### config.mk
export PLATFORM = sky130hd
export DESIGN_NAME = arb2to1_flat
export DESIGN_NICKNAME = d
export VERILOG_FILES = /design/src/rtl/arb2to1_pkg.sv /design/src/rtl/arb2to1_if.sv /design/src/rtl/mux2to1.sv /design/src/rtl/arb2to1.sv /design/src/flat_wrapper.sv
export SDC_FILE = /design/constraint.sdc
export NUM_CORES = 1
export LEC_CHECK = 0
export ABC_CLOCK_PERIOD_IN_PS = 1350
export BUFFER_PORTS_ARGS = -buffer_cell sky130_fd_sc_hd__buf_2
export CORE_AREA = 2 2 94 96
export CTS_CLUSTER_DIAMETER = 200
export DETAILED_ROUTE_END_ITERATION = 7
export DIE_AREA = 0 0 96 98
export GPL_ROUTABILITY_DRIVEN = 0
export PLACE_DENSITY = 0.53
export SYNTH_ARGS = -nofsm -noshare
export SYNTH_HDL_FRONTEND = slang
export SYNTH_SLANG_ARGS = --single-unit
export TNS_END_PERCENT = 30
### constraint.sdc
create_clock -name clk -period 1.35 [get_ports clk]
set_input_delay 0.27 -clock clk [delete_from_list [all_inputs] [get_ports clk]]
set_output_delay 0.27 -clock clk [all_outputs]
set_load 0.01 [all_outputs]
### src/rtl/arb2to1_pkg.sv
// Shared types and constants for the two-requester round-robin arbiter.
// Optional grant counters are enabled by defining ARB2TO1_CNT_EN.
package arb2to1_pkg;

  typedef enum logic {
    EMPTY = 1'b0,
    FULL  = 1'b1
  } state_t;

  localparam logic SEL_D1 = 1'b0;
  localparam logic SEL_D2 = 1'b1;
  localparam int   CNT_W  = 16;

  // Increment that sticks at all-ones instead of wrapping.
  function automatic logic [CNT_W-1:0] sat_inc(input logic [CNT_W-1:0] cnt);
    if (cnt == {CNT_W{1'b1}}) begin
      return cnt;
    end else begin
      return cnt + {{(CNT_W-1){1'b0}}, 1'b1};
    end
  endfunction

endpackage

### src/rtl/arb2to1_if.sv
// Handshake bundle between two requesters, the arbiter and its consumer.
// The gnt_cnt1/gnt_cnt2 signals exist only when ARB2TO1_CNT_EN is defined.
interface arb2to1_if import arb2to1_pkg::*; #(parameter int n = 32);

  logic         valid1;
  logic [n-1:0] data1;
  logic         ready1;
  logic         valid2;
  logic [n-1:0] data2;
  logic         ready2;
  logic         out_valid;
  logic [n-1:0] out_data;
  logic         out_sel;
  logic         out_ready;
`ifdef ARB2TO1_CNT_EN
  logic [CNT_W-1:0] gnt_cnt1;
  logic [CNT_W-1:0] gnt_cnt2;
`endif

  modport master (
    output valid1, data1, valid2, data2, out_ready,
    input  ready1, ready2, out_valid, out_data, out_sel
`ifdef ARB2TO1_CNT_EN
    , input gnt_cnt1, gnt_cnt2
`endif
  );

  modport slave (
    input  valid1, data1, valid2, data2, out_ready,
    output ready1, ready2, out_valid, out_data, out_sel
`ifdef ARB2TO1_CNT_EN
    , output gnt_cnt1, gnt_cnt2
`endif
  );

endinterface

### src/rtl/mux2to1.sv
// Plain two-way payload selector: sel=0 picks data1, sel=1 picks data2.
module mux2to1 #(parameter int n = 32) (
  input  logic         sel,
  input  logic [n-1:0] data1,
  input  logic [n-1:0] data2,
  output logic [n-1:0] data_out
);

  // Select between the two payloads.
  always_comb begin
    if (sel) begin
      data_out = data2;
    end else begin
      data_out = data1;
    end
  end

endmodule

### src/rtl/arb2to1.sv
// Two-requester round-robin arbiter feeding a single registered output slot.
// Defining ARB2TO1_CNT_EN adds saturating per-requester handshake counters.
module arb2to1 import arb2to1_pkg::*; #(parameter int n = 32) (
  input  logic       clk,
  input  logic       rst_n,
  arb2to1_if.slave   bus
);

  state_t       state_r, state_s;
  logic         ptr_r, ptr_s;
  logic [n-1:0] data_r, data_s;
  logic         sel_r, sel_s;
  logic         load_s;
  logic         gnt_s;
  logic         ready1_s, ready2_s;
  logic         hs_s;
  logic [n-1:0] mux_out_s;

  mux2to1 #(.n(n)) u_mux (
    .sel      (gnt_s),
    .data1    (bus.data1),
    .data2    (bus.data2),
    .data_out (mux_out_s)
  );

  // Grant decision: a lone requester wins, a tie goes to the side ptr_r favours.
  always_comb begin
    load_s = 1'b0;
    gnt_s  = ptr_r;
    case (state_r)
      EMPTY:   load_s = 1'b1;
      FULL:    load_s = bus.out_ready;
      default: load_s = 1'b0;
    endcase
    if (bus.valid1 && !bus.valid2) begin
      gnt_s = SEL_D1;
    end else if (bus.valid2 && !bus.valid1) begin
      gnt_s = SEL_D2;
    end else begin
      gnt_s = ptr_r;
    end
    // rst_n gating keeps both readies low for the whole reset window.
    ready1_s = rst_n && load_s && bus.valid1 && (gnt_s == SEL_D1);
    ready2_s = rst_n && load_s && bus.valid2 && (gnt_s == SEL_D2);
    hs_s     = ready1_s || ready2_s;
  end

  // Next-state and output-register update.
  always_comb begin
    state_s = state_r;
    ptr_s   = ptr_r;
    data_s  = data_r;
    sel_s   = sel_r;
    if (hs_s) begin
      state_s = FULL;
      data_s  = mux_out_s;
      sel_s   = gnt_s;
      ptr_s   = ~gnt_s;
    end else if ((state_r == FULL) && bus.out_ready) begin
      state_s = EMPTY;
    end else begin
      state_s = state_r;
    end
  end

  // State, round-robin pointer and output slot registers.
  always_ff @(posedge clk or negedge rst_n) begin
    if (!rst_n) begin
      state_r <= EMPTY;
      ptr_r   <= SEL_D1;
      data_r  <= {n{1'b0}};
      sel_r   <= SEL_D1;
    end else begin
      state_r <= state_s;
      ptr_r   <= ptr_s;
      data_r  <= data_s;
      sel_r   <= sel_s;
    end
  end

  assign bus.ready1    = ready1_s;
  assign bus.ready2    = ready2_s;
  assign bus.out_valid = (state_r == FULL);
  assign bus.out_data  = data_r;
  assign bus.out_sel   = sel_r;

`ifdef ARB2TO1_CNT_EN
  logic [CNT_W-1:0] cnt1_r;
  logic [CNT_W-1:0] cnt2_r;

  // Per-requester handshake counters, sticky at all-ones.
  always_ff @(posedge clk or negedge rst_n) begin
    if (!rst_n) begin
      cnt1_r <= {CNT_W{1'b0}};
      cnt2_r <= {CNT_W{1'b0}};
    end else begin
      if (ready1_s) begin
        cnt1_r <= sat_inc(cnt1_r);
      end
      if (ready2_s) begin
        cnt2_r <= sat_inc(cnt2_r);
      end
    end
  end

  assign bus.gnt_cnt1 = cnt1_r;
  assign bus.gnt_cnt2 = cnt2_r;
`endif

endmodule

### src/flat_wrapper.sv
// flat-port wrapper written by rule: the top's interface ports become plain ports
module arb2to1_flat import arb2to1_pkg::*;
#(parameter int n = 32)
  (clk, rst_n, bus_valid1, bus_data1, bus_valid2, bus_data2, bus_out_ready, bus_ready1, bus_ready2, bus_out_valid, bus_out_data, bus_out_sel);
  arb2to1_if #(.n(n)) bus_i ();
  input  logic clk;
  input  logic rst_n;
  input wire logic [$bits(bus_i.valid1)-1:0] bus_valid1;
  input wire logic [$bits(bus_i.data1)-1:0] bus_data1;
  input wire logic [$bits(bus_i.valid2)-1:0] bus_valid2;
  input wire logic [$bits(bus_i.data2)-1:0] bus_data2;
  input wire logic [$bits(bus_i.out_ready)-1:0] bus_out_ready;
  output wire logic [$bits(bus_i.ready1)-1:0] bus_ready1;
  output wire logic [$bits(bus_i.ready2)-1:0] bus_ready2;
  output wire logic [$bits(bus_i.out_valid)-1:0] bus_out_valid;
  output wire logic [$bits(bus_i.out_data)-1:0] bus_out_data;
  output wire logic [$bits(bus_i.out_sel)-1:0] bus_out_sel;
  assign bus_i.valid1 = bus_valid1;
  assign bus_i.data1 = bus_data1;
  assign bus_i.valid2 = bus_valid2;
  assign bus_i.data2 = bus_data2;
  assign bus_i.out_ready = bus_out_ready;
  assign bus_ready1 = bus_i.ready1;
  assign bus_ready2 = bus_i.ready2;
  assign bus_out_valid = bus_i.out_valid;
  assign bus_out_data = bus_i.out_data;
  assign bus_out_sel = bus_i.out_sel;
  arb2to1 #(.n(n)) u_core (.clk(clk), .rst_n(rst_n), .bus(bus_i));
endmodule
==> out/metrics.yaml <==
wl_per_cell_um: 17.5
rsz0062_at_grt: "yes"
final_area_um2: 3370
fp.dieW_um: 96
synth_area_leader_cell: "dfrtp_1"
yosys.area.top_type_share: 0.410
fmax_mhz: 668
period_minus_slack_ns: 1.50
crit_type: "flip-flop to output port"
clockBufferDepth: 2
finalCritPeriodShare: 1.11
initial_core_util: 0.253
r2r-start: "u_core.ptr_r"
antenna_found_initial: 0
grt_util_met3: 0.0324
cp_top_family: "flip-flops"
worstPathArrival_ns: 1.23
htreeDepth: 2
finalSetupViolCount: 34
power.switching_mw: 1.55
busiest_layer: "met2"
drc: 0
hold-worst-slack_ns: 0.0799
core_um2: 8470
drv_cap: 0
post_drt_via_cell_ratio: 5.12
crit_path_max_fanout: 3
synthAdderAreaFrac: 0
path_cells: "buf_12 > nand2b_4 > nor2b_4 > buf_6"
synth-seq-cells: 35
p_seq_frac: 0.341
cts_tree: "yes"
powerDensity_nw_per_um2: 1250
synthToLayoutAreaGrowth_pct: 57.5
path_buf_inv: 2
antenna_cells: 0
synth.net_count: 282
ir_drop_mv: 0.424
syn-cell-area_um2: 2140
worst_pin_slew_ns: 0.573
synth_top_family_by_area: "compound AO/OA/AOI/OAI gates"
dpl-instance-area_um2: 2830
antenna_left: 0
synth_xor_area_frac: 0
pwr-share-clk: 0.200
drtIter0Drc: 84
clk_pin_slew_ns: 0.07
grtUsageMet2: 0.246
cp_slowest_stage_delay_ns: 0.43
post-dp-hpwl_mm: 5.04
synth.distinct_cells: 21
synth_cells: 213
cts.sinks: 35
critPathLaunchType: "flip-flop"
dieArea_um2: 9410
dr.pass1.iters: 4
synthMuxAreaShare: 0
cts_buffers: 5
power.share.switching: 0.368
fin_nets: 389
first_global_vias: 2202
timing.reg2reg.setup_slack_ns: -0.13
synth_compound_area_frac: 0.481
cts_root_buf: "clkbuf_8"
power.leakage_nw: 1.36
r2r_cells: 7
synth.top_cells.by_area: "dfrtp_1, a32oi_1, a21oi_2"
cp-end-kind: "output port"
synthSimpleGateAreaFrac: 0.0287
syn_avg_cell_area_um2: 10.0
hold_path.class: "primary input to async pin"
drv_slew: 0
finalWirelength_mm: 7.53
die_h_um: 98
power_frac_comb: 0.459
grt_max_degree: 49
slew_headroom: 0.618
ys_seq_area_frac: 0.410
io_buffers: 104
hold_violations: 0
violations: "setup timing"
clock_latency_ns: 0.28
drive_gt1_frac: 0.639
place_inst: 414
grtUsageTotal: 0.157
grt_first_pass_wirelength_mm: 11.4
stdcell_count: 429
outcome: "finished, violations left"
rr_endpoint: "u_core.bus.out_data[26]"
slowest_stage: "dfrtp_1"
grt_overflow_total: 0
holdBufCountCts: 0
vias: 2196
ios: 105
placementRows: 34
internal_power_mw: 2.67
ys_warn_count: 0
setup_slack_ns: -0.148
required_ns: 1.08
skew_ns: 0.00304
final_util: 0.398
grt_use_met1: 0.214
-- power groups by stage --
stage | combinational (mW) | sequential [mW] | clock [mW]
2_1_floorplan | 0.855 | 1.54 | 0
3_3_place_gp | 1.56 | 1.46 | 0
3_5_place_dp | 1.59 | 1.45 | 0
4_1_cts | 1.70 | 1.44 | 0.880
5_1_grt | 2.09 | 1.47 | 0.919
6_report | 1.94 | 1.44 | 0.844
-- cells in the mapped netlist (all sizes together) --
master and n:
a21bo 1, a21oi 32, a2bb2oi 1, a31oi 32
a32oi 32, and3 1, buf 8, clkbuf 26
dfrtp 35, inv 1, nand2 3, nand2b 2
nand3 2, nor2 1, nor2b 1, o21a 32
o21bai 1, o2bb2ai 1, or2 1
-- layout by cell type, fill, tap and decap left out, types with 2 or more instances in the layout --
| cell type | instances |
|---|---|
| a21oi_2 | 30 |
| buf_4 | 15 |
| a32oi_4 | 4 |
| buf_2 | 102 |
| a32oi_2 | 20 |
| dfrtp_1 | 35 |
| nand2_2 | 2 |
| nand2b_4 | 2 |
| buf_12 | 5 |
| o21a_1 | 32 |
| buf_8 | 2 |
| clkbuf_8 | 7 |
| a31oi_1 | 32 |
| a32oi_1 | 8 |
| buf_6 | 9 |
| a21oi_1 | 2 |
-- per-stage QoR --
step / total power, mW / setup TNS [ns] / setup WS, ns
2_1_floorplan: 2.39 / 0 / 0.00198
3_3_place_gp: 3.02 / -1.03 / -0.0638
3_5_place_dp: 3.04 / -1.96 / -0.103
4_1_cts: 4.01 / -3.55 / -0.166
5_1_grt: 4.47 / -5.02 / -0.193
6_report: 4.22 / -3.02 / -0.148
-- routing by layer --
metal  routed length, µm  share of wire  vias up
met5                   0              0        -
met4                  85          0.011        0
met3                 391          0.052        6
met2                3650           0.49       63
met1                3400           0.45     1068
li1                    -              -     1059
-- cell type report --
class | instances | area (µm²)
fillers | 830 | 5100
repair buffers | 134 | 880
well taps | 108 | 135
flip-flops and latches | 35 | 876
clock buffers | 8 | 100
inverters | 1 | 3.75
multi-input cells | 143 | 1370
-- repair_timing --
item,4_1_cts,5_1_grt
pin swaps,12,39
setup buffers,4,1
gates resized for setup,16,42
setup endpoints to repair,32,34
cloned,1,1
-- worst max-delay path by stage --
stage,from,endpoint,slack (ns),cells past startpoint
after floorplan,u_core.ptr_r,bus_ready1,0.002,5
after global routing,u_core.ptr_r,bus_ready2,-0.19,4
after CTS,u_core.ptr_r,bus_ready2,-0.17,4
after global placement,bus_valid2,u_core.bus.out_data[15],-0.06,4
final,u_core.ptr_r,bus_ready2,-0.15,4
after detailed placement,bus_valid2,u_core.bus.out_data[14],-0.10,4
-- registers in the layout (all words and copies together), names as in the netlist --
register and count:
u_core.bus.out_data 32, u_core.bus.out_sel 1, u_core.bus.out_valid 1, u_core.ptr_r 1
-- worst reg2reg max path: stages, from the launching register on --
cell	delay, ns
dfrtp_1	0.43
buf_12	0.13
buf_6	0.11
o21bai_4	0.08
buf_12	0.15
buf_12	0.14
a32oi_1	0.24
a21oi_2	0.08
-- logic make-up after synthesis --
kind of cell | Yosys count
AO/OA/AOI/OAI | 132
buffers and inverters | 35
AND/OR/NAND/NOR | 11
flip-flops | 35
No activity file was read; power rests on OpenSTA's default activity.
